**src/rtl/count_up_0_30.sv**
```systemverilog
// BCD up-counter (dozens:units) with synchronous load, clamp-on-bad-load and terminal-count flags.
// Optional: define COUNT_UP_AUTO_WRAP_EN to wrap to 00 on enable at terminal count (default: hold).
module count_up_0_30 #(
    parameter int unsigned LIMIT_DOZENS = 3,
    parameter int unsigned LIMIT_UNITS  = 0
) (
    input  logic       clock,
    input  logic       reset,
    input  logic       enable,
    input  logic       load,
    input  logic [5:0] load_value,
    output logic [1:0] dozens,
    output logic [3:0] units,
    output logic       at_limit,
    output logic       done,
    output logic       load_err
);

    localparam int unsigned DW = 2;
    localparam int unsigned UW = 4;
    localparam int unsigned CW = DW + UW;

    localparam logic [DW-1:0] LIM_D      = DW'(LIMIT_DOZENS);
    localparam logic [UW-1:0] LIM_U      = UW'(LIMIT_UNITS);
    localparam logic [CW-1:0] LIMIT      = {LIM_D, LIM_U};
    localparam bit            LIMIT_ZERO = (LIMIT == CW'(0));

    typedef enum logic {
        COUNTING = 1'b0,
        AT_LIMIT = 1'b1
    } state_t;

    state_t        state_q, state_d;
    logic [CW-1:0] count_q, count_d, count_inc;
    logic          done_d, err_d;

    assign dozens   = count_q[CW-1:UW];
    assign units    = count_q[UW-1:0];
    assign at_limit = (count_q == LIMIT);

    // BCD increment: units carry into dozens on the same edge
    always_comb begin
        count_inc = count_q;
        if (count_q[UW-1:0] == UW'(9)) begin
            count_inc = {DW'(count_q[CW-1:UW] + DW'(1)), UW'(0)};
        end else begin
            count_inc = {count_q[CW-1:UW], UW'(count_q[UW-1:0] + UW'(1))};
        end
    end

    always_comb begin
        state_d = state_q;
        count_d = count_q;
        done_d  = 1'b0;
        err_d   = 1'b0;
        if (load) begin
            // Packed BCD compares numerically once the units digit is known valid
            if ((load_value[UW-1:0] > UW'(9)) || (load_value > LIMIT)) begin
                count_d = LIMIT;
                err_d   = 1'b1;
            end else begin
                count_d = load_value;
            end
            state_d = (count_d == LIMIT) ? AT_LIMIT : COUNTING;
        end else if (enable) begin
            case (state_q)
                COUNTING: begin
                    count_d = count_inc;
                    if (count_inc == LIMIT) begin
                        state_d = AT_LIMIT;
                        done_d  = 1'b1;
                    end
                end
                AT_LIMIT: begin
`ifdef COUNT_UP_AUTO_WRAP_EN
                    count_d = CW'(0);
                    state_d = LIMIT_ZERO ? AT_LIMIT : COUNTING;
`else
                    count_d = count_q;
`endif
                end
                default: state_d = COUNTING;
            endcase
        end
    end

    always_ff @(posedge clock or negedge reset) begin
        if (!reset) begin
            state_q  <= LIMIT_ZERO ? AT_LIMIT : COUNTING;
            count_q  <= CW'(0);
            done     <= 1'b0;
            load_err <= 1'b0;
        end else begin
            state_q  <= state_d;
            count_q  <= count_d;
            done     <= done_d;
            load_err <= err_d;
        end
    end

endmodule

```
**config.mk**
```make
export PLATFORM = sky130hd
export DESIGN_NAME = count_up_0_30
export DESIGN_NICKNAME = d
export VERILOG_FILES = /design/src/rtl/count_up_0_30.sv
export SDC_FILE = /design/constraint.sdc
export NUM_CORES = 1
export LEC_CHECK = 0
export CAP_MARGIN = 10
export CORE_AREA = 2 2 39 41
export DETAILED_ROUTE_END_ITERATION = 10
export DIE_AREA = 0 0 41 43
export HOLD_SLACK_MARGIN = 0.05
export PLACE_DENSITY = 0.76
export SLEW_MARGIN = 40
export SYNTH_ARGS = -nofsm -noshare
export SYNTH_HDL_FRONTEND = slang
export SYNTH_SLANG_ARGS = --single-unit
export TNS_END_PERCENT = 50
```
**constraint.sdc**
```tcl
create_clock -name clock -period 2.2 [get_ports clock]
set_clock_uncertainty 0.05 [all_clocks]
set_input_delay 0.33 -clock clock [delete_from_list [all_inputs] [get_ports clock]]
set_output_delay 0.33 -clock clock [all_outputs]
set_load 0.03 [all_outputs]
```
Word level (Yosys, flattened, before mapping)
Index checks and enable logic that the tools add are counted.
- equality and inequality tests: 5
- $lt $le $gt $ge: 2
- multiplexer cells: 16
- add/subtract/negate cells: 2
- reductions and logical operators: 3
- operator list (operator ; count):
    $mux W6 ; 6
    $eq A6 B6 Y1 const B ; 3
    $mux W1 ; 10
    $gt A6 B6 Y1 const B ; 1
    $add A4 B1 Y4 const B ; 1
    $eq A4 B4 Y1 const B ; 1
    $gt A4 B4 Y1 const B ; 1
    $add A2 B1 Y2 const B ; 1
    $ne A2 B2 Y1 const B ; 1
    $reduce_and A2 Y1 ; 1
    $reduce_bool A2 Y1 ; 1
    $logic_or A1 B1 Y1 ; 1
- output and inout port bits: 9
- word-level logic and storage cells: 32
- input port bits: 10
- register bits: 9

Longest topological paths before layout
Gate-level depths: netlist of the first run.
- depth in word-level cells: 7
- mapped depth: 5
- mapped depth without buffers: 4

Worst setup path before layout of the first run
No wires, ideal clock.
- path kind: register to register
- from: register count_q[3]
- to: register state_q
- buffers on the path: 1
- setup time: 77 ps
- stages on the path, launching flop included: 6
- period minus slack after synthesis: 1651 ps
- path slack: 549 ps
- data arrival time: 1524 ps
- required time: 2073 ps
- path through: dfrtp_1 buf_2 and4bb_1 mux2i_1 or3_1 a21oi_1
- word-level cells in the longest chain between the ends: 7
- elaborated cells between the ends (all ways): 8
- those cells by class: 1 x add/sub; 2 x eq/ne; 5 x mux
- RTL lines (item ; line ; text):
    start: declaration ; 34 ; logic [CW-1:0] count_q, count_d, count_inc;
    start signal: assignment ; 95 ; count_q <= count_d;
    $add A4 B1 Y4 / $eq A4 B4 Y1 (equally long branches) ; 47, 44 ;
    $mux W6 * ; 44 ; if (count_q[UW-1:0] == UW'(9)) begin
    $eq A6 B6 Y1 * ; 69 ; if (count_inc == LIMIT) begin
    $mux W1 * ; 69 ;
    $mux W1 * ; 66 ; case (state_q)
    $mux W1 * ; 65 ; end else if (enable) begin
    $mux W1 * ; 56 ; if (load) begin
    end signal: assignment ; 89 ; state_q <= LIMIT_ZERO ? AT_LIMIT : COUNTING;
    end signal: assignment ; 94 ; state_q <= state_d;
    end: declaration ; 33 ; state_t state_q, state_d;
Mark *: on every way between the ends. The rest lies on a longest branch, timed or not. The select of a mux whose other input is x is not followed.
A chain may end at the register's enable or synchronous reset.

Worst setup path after layout of the first run
- from: register count_q[0]
- to: output at_limit
- word-level cells in the longest chain between the ends: 1
- RTL lines (item ; line ; text):
    $eq A6 B6 Y1 ; 39 ; assign at_limit = (count_q == LIMIT);
    end: declaration ; 14 ; output logic at_limit,
Every way passes these cells.

==> impl_metrics.py, run 1 <==
metrics = {
    "outcome": {
        "status": "completed",
    },
    "clock_network": {
        "htree_levels": 1,
        "clockRootBuffer": "clkbuf_4",
        "numCtsBuffers": 3,
        "clkLatencyLatePin_ns": 0.25,
        "cts_tree": "done",
        "cts_setup_buffers": 0,
        "clk_pin_slew_ns": 0.06,
        "clockBufferDepth": 2,
        "clock-sinks": 9,
    },
    "synth": {
        "synth_xor_area_share_pct": 4.65,
        "synth_top_family_by_area": "simple AND/OR/NAND/NOR gates",
        "syn_inst": 65,
        "ys_ff_latch": 9,
        "syn_area_um2": 566,
        "ys_top_cells_by_area": "dfrtp_1 40%, mux2i_1 7.1%, a21oi_1 5.3%",
        "synth_top_area_share_pct": 39.8,
        "yosys.area_share.simple_pct": 22.8,
        "synth_mux_area_share_pct": 7.08,
        "synth_compound_area_share_pct": 15.9,
        "yosysWarningCount": 0,
        "synth_cell_types": 28,
        "synth-adder-area-share_pct": 2.21,
        "postSynthNetCount": 76,
        "syn_avg_cell_area_um2": 8.70,
        "post-synth-top-area-cell": "dfrtp_1",
        "synth_seq_area_share_pct": 39.8,
    },
    "run": {
        "cap_viol_max_count": 0,
    },
    "setup_path": {
        "cp-start-kind": "register",
        "timing_worst_setup_path_type": "register to output port",
        "cp-end-kind": "output port",
        "cp.arrival_ns": 1.54,
        "r2r_setup_slack_ns": 0.66,
        "startpoint": "count_q[0]",
        "ff2ff_path_depth": 5,
        "rr_endpoint": "state_q",
        "crit_fanout": 10,
        "critPathRequiredTime_ns": 1.82,
        "r2r_start": "count_q[3]",
    },
    "route": {
        "initialDrtViolationCount": 7,
        "wl_met2_um": 594,
        "drcViolationCount": 0,
        "wirelength_met1_um": 503,
        "wl_per_cell_um": 11.4,
        "drt-total-wl_um": 1120,
        "top_layer_used": "met3",
        "vias": 519,
        "vias_per_cell": 5.24,
        "wl_met3_um": 26,
        "first_pass_iters": 4,
        "postRouteAntennaNets": 0,
    },
    "timing": {
        "fin_setup_tns_ns": 0,
        "fin_ws_ns": 0.275,
        "final_hold_viol_count": 0,
        "rsz0062_at_grt": "false",
        "worst_pin_slew_ns": 0.465,
        "fin_crit_ns": 1.92,
        "fmax_mhz": 520,
        "final.period_utilization_pct": 87.5,
        "drv_slew": 0,
        "relSlewSlack_pct": 68.9,
        "setup_viol": 0,
    },
    "placed_design": {
        "pre_cts_slack_ns": 0.266,
        "io_buffers": 18,
        "gp_congestion": 0.711,
        "hpwl_um": 913,
    },
    "grt": {
        "grt_pass1_vias": 462,
        "antenna_found_initial": 0,
        "grt_pass1_wl_um": 1930,
        "track_usage_pct": 16.1,
        "overflow": 0,
        "grt_max_degree": 11,
    },
    "pwr": {
        "switching_power_mw": 0.157,
        "p_seq_share_pct": 42.3,
        "powerDensity_nw_per_um2": 623,
        "swShare_pct": 32.8,
        "p_leak_nw": 0.321,
        "combPwrFrac_pct": 32.3,
        "clock_power_share_pct": 25.4,
        "internal_power_mw": 0.321,
        "ir_drop_mv": 0.236,
    },
    "floorplanning": {
        "die_y_um": 43,
        "die_area_um2": 1760,
        "start_util_pct": 40.9,
        "row_count": 14,
        "io-pin-count": 19,
        "dieWidth_um": 41,
        "core_area_um2": 1380,
    },
    "final_layout": {
        "drive_above_1_share_pct": 6.02,
        "diodes": 0,
        "syn2layout_area_growth_pct": 35.6,
        "nets": 95,
    },
    "worst_hold_path": {
        "hold_path_class": "primary input to async pin",
    },
}
## through the flow
| step | instances | total power [mW] | hold slack, ns | cell area [um^2] | utilization (%) |
|---|---|---|---|---|---|
| 3_3_place_gp | 95 | 0.359 | 0.468 | 742 | 53.6 |
| 6_report | 99 | 0.478 | 0.315 | 767 | 55.4 |
| 3_5_place_dp | 95 | 0.364 | 0.480 | 742 | 53.6 |
| 2_1_floorplan | 65 | 0.301 | -0.0156 | 566 | - |
| 4_1_cts | 99 | 0.485 | 0.316 | 767 | 55.4 |
| 5_1_grt | 99 | 0.513 | 0.324 | 767 | 55.4 |
## cell usage after synthesis
cell type / instances
and4bb_1: 1
o211ai_1: 1
buf_2: 1
dfrtp_1: 9
nand2_1: 5
a21oi_1: 6
or3_1: 1
and3_2: 1
a22o_1: 1
buf_6: 1
xnor2_1: 1
clkbuf_1: 2
nor2_1: 6
nor4_1: 1
nor2b_1: 1
ha_1: 1
inv_1: 3
o31ai_1: 1
o21ai_0: 4
a211oi_1: 1
nand3_1: 4
a221oi_1: 1
nand4_1: 2
nor3_1: 2
buf_4: 1
and2_1: 1
xor2_1: 2
mux2i_1: 4
## per-layer routing
layer | GRT usage [%] | vias up
met4 | 10.0 | 0
li1 | - | 266
met1 | 21.4 | 244
met3 | 1.57 | 0
met5 | 0 | -
met2 | 24.1 | 9
## repair_timing
item | 4_1_cts | 5_1_grt
resized for setup | 1 | 0
endpoints found under the setup margin | 1 | 0
hold buffers | 0 | 0
## final cells by class
type / instances / area, um^2
fillers: 126 / 617
inverters: 3 / 11.3
well taps: 16 / 20.0
multi-input cells: 48 / 298
repair buffers: 19 / 186
flip-flops and latches: 9 / 225
clock buffers: 4 / 26.3
## layout by cell type (no fill, tap or decap), types with 2 or more instances in the layout
cell type and count:
a21oi_1 6, nor3_1 2, dfrtp_1 9, clkbuf_4 3, mux2i_1 4, inv_1 3, clkdlybuf4s50_1 17, xor2_1 2
nor2_1 6, o21ai_0 4, nand2_1 5, nand3_1 4, nand4_1 2
## worst max-delay path by stage
stage               slack, ns  endpoint  cells after the start
finish                   0.28  at_limit                      3
detailed placement       0.27  at_limit                      3
floorplan                0.55   state_q                      5
global route             0.17  at_limit                      3
CTS                      0.26  at_limit                      3
global placement         0.30  at_limit                      3
## critical path, cell delays in order (launching register included)
cell and delay [ns]:
dfrtp_1 0.47, nor4_1 0.29, and2_1 0.15, dlygate4sd2_1 0.39
## kinds of logic (layout without fill, tap and decap cells)
logic type,after synthesis,count (layout)
AOI/OAI and AO/OA,15,15
xor gates and xnor gates,3,3
adders and majority gates,1,1
buffers and inverters,8,26
DFF,9,9
muxes,4,4
and+or+nand+nor,25,25
## state kept, by name, indices dropped and copies added (netlist names)
| register | count |
|---|---|
| load_err | 1 |
| state_q | 1 |
| done | 1 |
| count_q | 6 |
## power by group through the flow
| stage | combinational [mW] | clock [mW] | sequential, mW |
|---|---|---|---|
| after detailed placement | 0.159 | 0 | 0.205 |
| final | 0.155 | 0.121 | 0.202 |
| after floorplan | 0.0795 | 0 | 0.221 |
| after global routing | 0.169 | 0.138 | 0.206 |
| after CTS | 0.157 | 0.127 | 0.202 |
| after global placement | 0.156 | 0 | 0.203 |
No activity file was read; power rests on OpenSTA's default activity.
==> run 2: changes to the inputs <==
--- a/config.mk
+++ b/config.mk
@@ -7,6 +7,7 @@
 export LEC_CHECK = 0
 export CAP_MARGIN = 10
 export CORE_AREA = 2 2 39 41
+export CTS_CLUSTER_SIZE = 40
 export DETAILED_ROUTE_END_ITERATION = 10
 export DIE_AREA = 0 0 41 43
 export HOLD_SLACK_MARGIN = 0.05
==> results of run 2 <==
Final layout, timing and power as in run 1 (identical DEF).
